==> src/rtl/raster_frame_sequencer_pkg.sv <==
// Shared types and default geometry for the raster frame sequencer.
package raster_frame_sequencer_pkg;

  localparam int DEF_FRAME_WIDTH  = 512;
  localparam int DEF_FRAME_HEIGHT = 384;
  localparam int DEF_COORD_BITS   = 16;
  localparam int DEF_ADDR_BITS    = 18;
  localparam int DEF_COLOR_WIDTH  = 16;
  localparam int DEF_FILL_LATENCY = 4;

  typedef enum logic [2:0] {
    ST_IDLE,
    ST_CLEAR,
    ST_WAIT_TRI,
    ST_SWEEP,
    ST_DRAIN
  } seq_state_t;

endpackage

==> src/rtl/raster_frame_sequencer_if.sv <==
// Triangle handshake, fill-unit coordinate/result and pixel BRAM port A.
interface raster_frame_sequencer_if #(
  parameter int COORD_BITS  = 16,
  parameter int ADDR_BITS   = 18,
  parameter int COLOR_WIDTH = 16
);
  logic                   tri_valid;
  logic                   tri_ready;
  logic [COLOR_WIDTH-1:0] tri_color;
  logic                   tri_last;
  logic [COORD_BITS-1:0]  hcount;
  logic [COORD_BITS-1:0]  vcount;
  logic                   coord_valid;
  logic                   is_within;
  logic                   is_within_valid;
  logic                   bram_we;
  logic [ADDR_BITS-1:0]   bram_addr;
  logic [COLOR_WIDTH-1:0] bram_din;

  modport master (
    input  tri_valid, tri_color, tri_last, is_within, is_within_valid,
    output tri_ready, hcount, vcount, coord_valid, bram_we, bram_addr, bram_din
  );

  modport slave (
    output tri_valid, tri_color, tri_last, is_within, is_within_valid,
    input  tri_ready, hcount, vcount, coord_valid, bram_we, bram_addr, bram_din
  );
endinterface

==> src/rtl/pipe.sv <==
// Fixed-length register delay line, cleared on reset.
module pipe #(
  parameter int WIDTH  = 1,
  parameter int LENGTH = 1
) (
  input  logic             clk,
  input  logic             rst,
  input  logic [WIDTH-1:0] i_d,
  output logic [WIDTH-1:0] o_q
);
  logic [WIDTH-1:0] r_stage [LENGTH];

  assign o_q = r_stage[LENGTH-1];

  // Shift one stage per cycle.
  always_ff @(posedge clk) begin
    if (rst) begin
      for (int i = 0; i < LENGTH; i++) r_stage[i] <= '0;
    end else begin
      r_stage[0] <= i_d;
      for (int i = 1; i < LENGTH; i++) r_stage[i] <= r_stage[i-1];
    end
  end
endmodule

==> src/rtl/raster_scan_counter.sv <==
// Raster-order x/y generator with a parallel linear address; x runs fastest.
module raster_scan_counter #(
  parameter int FRAME_WIDTH  = 512,
  parameter int FRAME_HEIGHT = 384,
  parameter int COORD_BITS   = 16,
  parameter int ADDR_BITS    = 18
) (
  input  logic                  clk,
  input  logic                  rst,
  input  logic                  i_start,
  input  logic                  i_enable,
  output logic [COORD_BITS-1:0] o_x,
  output logic [COORD_BITS-1:0] o_y,
  output logic [ADDR_BITS-1:0]  o_addr,
  output logic                  o_last
);
  localparam logic [COORD_BITS-1:0] X_MAX = COORD_BITS'(FRAME_WIDTH - 1);
  localparam logic [COORD_BITS-1:0] Y_MAX = COORD_BITS'(FRAME_HEIGHT - 1);

  logic [COORD_BITS-1:0] r_x;
  logic [COORD_BITS-1:0] r_y;
  logic [ADDR_BITS-1:0]  r_addr;
  logic                  w_last;

  assign w_last = (r_x == X_MAX) && (r_y == Y_MAX);
  assign o_x    = r_x;
  assign o_y    = r_y;
  assign o_addr = r_addr;
  assign o_last = w_last;

  // Advance one pixel per enabled cycle, wrapping to (0,0) after the last pixel.
  always_ff @(posedge clk) begin
    if (rst || i_start) begin
      r_x    <= '0;
      r_y    <= '0;
      r_addr <= '0;
    end else if (i_enable) begin
      if (r_x == X_MAX) begin
        r_x <= '0;
        r_y <= (r_y == Y_MAX) ? '0 : r_y + 1'b1;
      end else begin
        r_x <= r_x + 1'b1;
      end
      r_addr <= w_last ? '0 : r_addr + 1'b1;
    end
  end
endmodule

==> src/rtl/raster_frame_sequencer.sv <==
// Frame sequencer: clears the framebuffer, then sweeps the screen once per
// accepted triangle and writes covered pixels returned by the fill unit.
//
//  state    | meaning
//  IDLE     | waiting for frame_start
//  CLEAR    | writing clear colour to every address, one per cycle
//  WAIT_TRI | tri_ready high, waiting for a triangle
//  SWEEP    | emitting raster coordinates to the fill unit
//  DRAIN    | letting in-flight fill results retire
module raster_frame_sequencer
  import raster_frame_sequencer_pkg::*;
#(
  parameter int FRAME_WIDTH  = DEF_FRAME_WIDTH,
  parameter int FRAME_HEIGHT = DEF_FRAME_HEIGHT,
  parameter int COORD_BITS   = DEF_COORD_BITS,
  parameter int ADDR_BITS    = DEF_ADDR_BITS,
  parameter int COLOR_WIDTH  = DEF_COLOR_WIDTH,
  parameter int FILL_LATENCY = DEF_FILL_LATENCY
) (
  input  logic                   clk,
  input  logic                   rst,
  input  logic                   i_frame_start,
  input  logic [COLOR_WIDTH-1:0] i_clear_color,
  output logic                   o_busy,
  output logic                   o_frame_done,
  raster_frame_sequencer_if.master bus
);
  localparam int DRAIN_W = $clog2(FILL_LATENCY + 1);

  seq_state_t             r_state, w_state_nxt;
  logic                   r_tri_ready;
  logic [COLOR_WIDTH-1:0] r_clear_color;
  logic [COLOR_WIDTH-1:0] r_tri_color;
  logic                   r_tri_last;
  logic [DRAIN_W-1:0]     r_drain_cnt;

  logic [COORD_BITS-1:0]  w_x, w_y;
  logic [ADDR_BITS-1:0]   w_addr;
  logic                   w_last;
  logic                   w_clear, w_sweep, w_tri_accept, w_frame_done;
  logic [ADDR_BITS:0]     w_dly;
  logic                   w_pix_we;

  assign w_clear      = (r_state == ST_CLEAR);
  assign w_sweep      = (r_state == ST_SWEEP);
  assign w_tri_accept = (r_state == ST_WAIT_TRI) && r_tri_ready && bus.tri_valid;

  raster_scan_counter #(
    .FRAME_WIDTH (FRAME_WIDTH),
    .FRAME_HEIGHT(FRAME_HEIGHT),
    .COORD_BITS  (COORD_BITS),
    .ADDR_BITS   (ADDR_BITS)
  ) u_scan (
    .clk     (clk),
    .rst     (rst),
    .i_start ((r_state == ST_IDLE) || (r_state == ST_WAIT_TRI)),
    .i_enable(w_clear || w_sweep),
    .o_x     (w_x),
    .o_y     (w_y),
    .o_addr  (w_addr),
    .o_last  (w_last)
  );

  // Linear address travels with the valid bit so no multiply is needed on write.
  pipe #(
    .WIDTH (ADDR_BITS + 1),
    .LENGTH(FILL_LATENCY)
  ) u_dly (
    .clk(clk),
    .rst(rst),
    .i_d({w_sweep, w_addr}),
    .o_q(w_dly)
  );

  assign w_pix_we = w_dly[ADDR_BITS] && bus.is_within_valid && bus.is_within;

  // Next-state decode.
  always_comb begin
    w_state_nxt  = r_state;
    w_frame_done = 1'b0;
    case (r_state)
      ST_IDLE:     if (i_frame_start) w_state_nxt = ST_CLEAR;
      ST_CLEAR:    if (w_last) w_state_nxt = ST_WAIT_TRI;
      ST_WAIT_TRI: if (w_tri_accept) w_state_nxt = ST_SWEEP;
      ST_SWEEP:    if (w_last) w_state_nxt = ST_DRAIN;
      ST_DRAIN: begin
        if (r_drain_cnt == '0) begin
          if (r_tri_last) begin
            w_frame_done = 1'b1;
            w_state_nxt  = ST_IDLE;
          end else begin
            w_state_nxt = ST_WAIT_TRI;
          end
        end
      end
      default:     w_state_nxt = ST_IDLE;
    endcase
  end

  // State register, registered ready and latched frame/triangle attributes.
  always_ff @(posedge clk) begin
    if (rst) begin
      r_state       <= ST_IDLE;
      r_tri_ready   <= 1'b0;
      r_clear_color <= '0;
      r_tri_color   <= '0;
      r_tri_last    <= 1'b0;
    end else begin
      r_state     <= w_state_nxt;
      r_tri_ready <= (w_state_nxt == ST_WAIT_TRI);
      if ((r_state == ST_IDLE) && i_frame_start) r_clear_color <= i_clear_color;
      if (w_tri_accept) begin
        r_tri_color <= bus.tri_color;
        r_tri_last  <= bus.tri_last;
      end
    end
  end

  // Drain timer: loaded while sweeping, counts down to terminal zero in DRAIN.
  always_ff @(posedge clk) begin
    if (rst) begin
      r_drain_cnt <= '0;
    end else if (w_sweep) begin
      r_drain_cnt <= DRAIN_W'(FILL_LATENCY - 1);
    end else if ((r_state == ST_DRAIN) && (r_drain_cnt != '0)) begin
      r_drain_cnt <= r_drain_cnt - 1'b1;
    end
  end

  assign bus.tri_ready   = r_tri_ready;
  assign bus.coord_valid = w_sweep;
  assign bus.hcount      = w_sweep ? w_x : '0;
  assign bus.vcount      = w_sweep ? w_y : '0;
  assign bus.bram_we     = w_clear || w_pix_we;
  assign bus.bram_addr   = w_clear ? w_addr :
                           (w_pix_we ? w_dly[ADDR_BITS-1:0] : '0);
  assign bus.bram_din    = w_clear ? r_clear_color :
                           (w_pix_we ? r_tri_color : '0);
  assign o_busy          = (r_state != ST_IDLE);
  assign o_frame_done    = w_frame_done;
endmodule

==> src/flat_wrapper.sv <==
// flat-port wrapper written by rule: the top's interface ports become plain ports
module raster_frame_sequencer_flat import raster_frame_sequencer_pkg::*;
#(
  parameter int FRAME_WIDTH  = DEF_FRAME_WIDTH,
  parameter int FRAME_HEIGHT = DEF_FRAME_HEIGHT,
  parameter int COORD_BITS   = DEF_COORD_BITS,
  parameter int ADDR_BITS    = DEF_ADDR_BITS,
  parameter int COLOR_WIDTH  = DEF_COLOR_WIDTH,
  parameter int FILL_LATENCY = DEF_FILL_LATENCY
)
  (clk, rst, i_frame_start, i_clear_color, o_busy, o_frame_done, bus_tri_valid, bus_tri_color, bus_tri_last, bus_is_within, bus_is_within_valid, bus_tri_ready, bus_hcount, bus_vcount, bus_coord_valid, bus_bram_we, bus_bram_addr, bus_bram_din);
  raster_frame_sequencer_if #(.COORD_BITS(COORD_BITS), .ADDR_BITS(ADDR_BITS), .COLOR_WIDTH(COLOR_WIDTH)) bus_i ();
  input  logic clk;
  input  logic rst;
  input  logic i_frame_start;
  input  logic [COLOR_WIDTH-1:0] i_clear_color;
  output logic o_busy;
  output logic o_frame_done;
  input wire logic [$bits(bus_i.tri_valid)-1:0] bus_tri_valid;
  input wire logic [$bits(bus_i.tri_color)-1:0] bus_tri_color;
  input wire logic [$bits(bus_i.tri_last)-1:0] bus_tri_last;
  input wire logic [$bits(bus_i.is_within)-1:0] bus_is_within;
  input wire logic [$bits(bus_i.is_within_valid)-1:0] bus_is_within_valid;
  output wire logic [$bits(bus_i.tri_ready)-1:0] bus_tri_ready;
  output wire logic [$bits(bus_i.hcount)-1:0] bus_hcount;
  output wire logic [$bits(bus_i.vcount)-1:0] bus_vcount;
  output wire logic [$bits(bus_i.coord_valid)-1:0] bus_coord_valid;
  output wire logic [$bits(bus_i.bram_we)-1:0] bus_bram_we;
  output wire logic [$bits(bus_i.bram_addr)-1:0] bus_bram_addr;
  output wire logic [$bits(bus_i.bram_din)-1:0] bus_bram_din;
  assign bus_i.tri_valid = bus_tri_valid;
  assign bus_i.tri_color = bus_tri_color;
  assign bus_i.tri_last = bus_tri_last;
  assign bus_i.is_within = bus_is_within;
  assign bus_i.is_within_valid = bus_is_within_valid;
  assign bus_tri_ready = bus_i.tri_ready;
  assign bus_hcount = bus_i.hcount;
  assign bus_vcount = bus_i.vcount;
  assign bus_coord_valid = bus_i.coord_valid;
  assign bus_bram_we = bus_i.bram_we;
  assign bus_bram_addr = bus_i.bram_addr;
  assign bus_bram_din = bus_i.bram_din;
  raster_frame_sequencer #(.FRAME_WIDTH(FRAME_WIDTH), .FRAME_HEIGHT(FRAME_HEIGHT), .COORD_BITS(COORD_BITS), .ADDR_BITS(ADDR_BITS), .COLOR_WIDTH(COLOR_WIDTH), .FILL_LATENCY(FILL_LATENCY)) u_core (.clk(clk), .rst(rst), .i_frame_start(i_frame_start), .i_clear_color(i_clear_color), .o_busy(o_busy), .o_frame_done(o_frame_done), .bus(bus_i));
endmodule
==> config.mk <==
export PLATFORM = sky130hd
export DESIGN_NAME = raster_frame_sequencer_flat
export DESIGN_NICKNAME = d
export VERILOG_FILES = /design/src/rtl/raster_frame_sequencer_pkg.sv /design/src/rtl/raster_frame_sequencer_if.sv /design/src/rtl/pipe.sv /design/src/rtl/raster_scan_counter.sv /design/src/rtl/raster_frame_sequencer.sv /design/src/flat_wrapper.sv
export SDC_FILE = /design/constraint.sdc
export NUM_CORES = 1
export LEC_CHECK = 0
export BUFFER_PORTS_ARGS = -buffer_cell sky130_fd_sc_hd__buf_4
export CAP_MARGIN = 10
export CORE_UTILIZATION = 40
export DETAILED_ROUTE_END_ITERATION = 7
export GPL_TIMING_DRIVEN = 0
export SETUP_SLACK_MARGIN = 0.02
export SKIP_CTS_REPAIR_TIMING = 1
export SLEW_MARGIN = 40
export SYNTH_ARGS = -nofsm -noshare
export SYNTH_HDL_FRONTEND = slang
export SYNTH_SLANG_ARGS = --single-unit
==> constraint.sdc <==
create_clock -name clk -period 3.3 [get_ports clk]
set_input_delay 0.66 -clock clk [delete_from_list [all_inputs] [get_ports clk]]
set_output_delay 0.66 -clock clk [all_outputs]
set_load 0.01 [all_outputs]
==> out/metrics.cfg <==
[worst_setup_path]
cpMaxStageDelayCell = clkbuf_1
max_stage_delay_ns = 0.45
crit_arrival_ns = 2.44
worstPathRequired_ns = 2.64
path_cells = buf_2 > nand2b_2 > nor2_2 > clkbuf_1 > a22o_1 > buf_4
crit_buf_inv = 3
path_class = flop to output port
cp-start-kind = flop
worstPathMaxFanout = 10
crit_family = buffers and inverters
end_kind = output port

[floorplan]
die_h_um = 131
ioPinCount = 110
core_um2 = 16000
initial_core_util = 0.414
die_w_um = 131
dieArea_um2 = 17100
rows = 46

[grt]
grt_pass1_vias = 5063
grt_max_degree = 17
grt_antenna_before_repair = 0
grt_pass1_wl_mm = 25.3
overflow = 0
grt_util_all_layers = 0.198

[yosys]
syn_area_per_cell_um2 = 9.26
yosysWarnings = 0
yosysTopAreaCellShare = 0.502
synth_top_area_cell = dfxtp_1
synth_top_family_by_area = simple AND/OR/NAND/NOR gates
synthCells = 715
async_flop_share = 0
synth_mux_area_frac = 0.00302
synthXorXnorAreaFrac = 0.0580
synth_area_um2 = 6620
synth_area_leaders = dfxtp_1, nor2b_1, nand2_1
synth_flop_cell = dfxtp_1
synth_simple_gate_area_frac = 0.297
synthAdderAreaFrac = 0.00945
ys_types = 49
synth_edf_count = 0
syn-num-nets = 759
synth_compound_area_frac = 0.0932
yosys-top-cells-count = dfxtp_1, nand2_1, nor2b_1
yosysMostFrequentCell = dfxtp_1
synth_seq_cells = 166
ys_seq_area_frac = 0.502

[pwr]
pwr-share-clk = 0.474
power_frac_seq = 0.481
power.density_nw_per_um2 = 507
comb_power_share = 0.045
peakVddDrop_mv = 0.329
cell_internal_pwr_mw = 3.32
leakage_nw = 3.32
switching_share = 0.211
power_switching_mw = 0.890

[min_path]
hp-class = flop to flop

[route]
wl_per_cell_um = 15.1
drtIter0Drc = 177
drt_wl_total_mm = 16.1
drc = 0
dr.pass1.iters = 4
vias_per_cell = 5.00
routed-via-count = 5365
antenna_left = 0

[final_layout]
n_antenna_cell = 0
nFillCells = 1529
nets = 887
drive_above_1_share = 0.210
final_cell_area_um2 = 8310
areaGrowthSynthToFinish_pct = 25.6

[status]
status = finished, final reports clean

[placement]
portBuffers = 109
place.gp.congestion = 0.818
post-place-ws_ns = 0.246
dp_hpwl_mm = 11.7
postPlaceCellArea_um2 = 7710

[timing]
max_freq_mhz = 323
worst_pin_slew_ns = 0.633
fin_ws_ns = 0.201
finalCritPeriodShare = 0.939
setup-violations-final = 0
rsz0062_at_grt = no
relSlewSlack = 0.578
hold_viol_final = 0
finalCriticalPeriod_ns = 3.10
finalClockSkew_ns = 0.0110
slew_violations = 0

[clock_tree]
clkTransAtPathRegs_ns = 0.06
numCtsBuffers = 17
htree_levels = 4
clkLatencyLatePin_ns = 0.43
cts_tree = done
clockBufferDepth = 2
cts_root_buf = clkbuf_16
cts.sinks = 166

[job]
drv_cap = 0

worst paths after layout:
kind	from	to	slack, ns	depth (start not counted)
hold / removal	u_core.u_dly.r_stage[1][15]$_SDFF_PP0_	u_core.u_dly.r_stage[2][15]$_SDFF_PP0_	0.43	1
setup / recovery	u_core.r_state[2]$_SDFF_PP0_	bus_bram_din[9]	0.20	6
setup reg to reg	u_core.u_scan.o_x[0]$_SDFFE_PP0P_	u_core.u_scan.o_y[4]$_SDFFE_PP0P_	1.17	7
hold reg to reg	u_core.u_dly.r_stage[1][15]$_SDFF_PP0_	u_core.u_dly.r_stage[2][15]$_SDFF_PP0_	0.43	1
worst register-to-register path, cell delays in order, from the launching register on:
cell and delay [ns]:
dfxtp_1 0.43, ha_1 0.22, and4b_1 0.33, nand3_4 0.20, or2_4 0.31, o21ai_4 0.28
buf_6 0.19, nor2_1 0.06
cell usage in the layout (no fill, tap or decap), drive strengths merged, types with 2 or more instances in the layout:
master and n:
dfxtp 166, buf 129, nand2 93, nor2b 76, nor2 62, clkbuf 50, a21oi 44, and3 36
a22o 34, nand3 25, xnor2 23, xor2 20, nand4 15, nor3 14, nor4 13, inv 8
o21ai 6, and4 5, ha 5, or2 4, bufinv 3, nor4b 3, nor3b 2, and4b 2
mux2i 2, a31oi 2, or3 2, clkinvlp 2, nand2b 2
power by group through the flow:
stage	registers, mW	clock network, mW	logic [mW]
floorplan	2.07	0	0.0982
global placement	2.07	0	0.186
detailed placement	2.07	0	0.189
CTS	2.03	2.03	0.189
global route	2.03	2.12	0.208
finish	2.03	2.00	0.188
registers in the layout, summed over array words and instances, names as in the netlist:
name	cells
u_core.u_dly.r_stage	76
u_core.u_scan.o_addr	18
u_core.r_tri_last	1
u_core.r_clear_color	16
u_core.r_state	3
u_core.r_tri_color	16
u_core.r_drain_cnt	3
u_core.u_scan.o_x	16
u_core.u_scan.o_y	16
u_core.bus.tri_ready	1
per-stage QoR:
step / cells / utilization / hold slack [ns] / power, mW / TNS, ns
6_report: 1072 / 0.519 / 0.430 / 4.21 / 0
5_1_grt: 1072 / 0.519 / 0.443 / 4.35 / 0
2_1_floorplan: 715 / - / 0.414 / 2.17 / 0
3_3_place_gp: 1040 / 0.482 / 0.416 / 2.26 / 0
3_5_place_dp: 1040 / 0.482 / 0.424 / 2.26 / 0
4_1_cts: 1072 / 0.519 / 0.435 / 4.25 / -5.33
layer usage:
| metal | share of wire | wire length, um | up-vias | track usage |
|---|---|---|---|---|
| met5 | 0 | 0 | - | 0 |
| met3 | 0.047 | 764 | 33 | 0.0407 |
| met1 | 0.47 | 7560 | 2493 | 0.253 |
| met4 | 0.025 | 400 | 0 | 0.0960 |
| met2 | 0.46 | 7420 | 150 | 0.318 |
| li1 | - | - | 2689 | - |
kinds of logic (layout without fill, tap and decap cells):
family / Yosys count / count (layout)
simple gates: 357 / 357
flops: 166 / 166
compound gates: 90 / 90
buf+inv: 52 / 193
xor+xnor: 43 / 43
fa+ha+maj: 5 / 5
mux: 2 / 2
layout make-up:
class | instances | area (um2) | share of cell area
sequential | 166 | 3320 | 0.400
multi-input combinational | 497 | 3060 | 0.368
timing repair buffer | 109 | 818 | 0.0985
clock buffer | 25 | 475 | 0.0572
tap | 216 | 270 | 0.0325
buffer | 45 | 220 | 0.0265
clock inverter | 7 | 119 | 0.0143
inverter | 7 | 26.3 | 0.00316
Power figures use the tool's default switching activity.
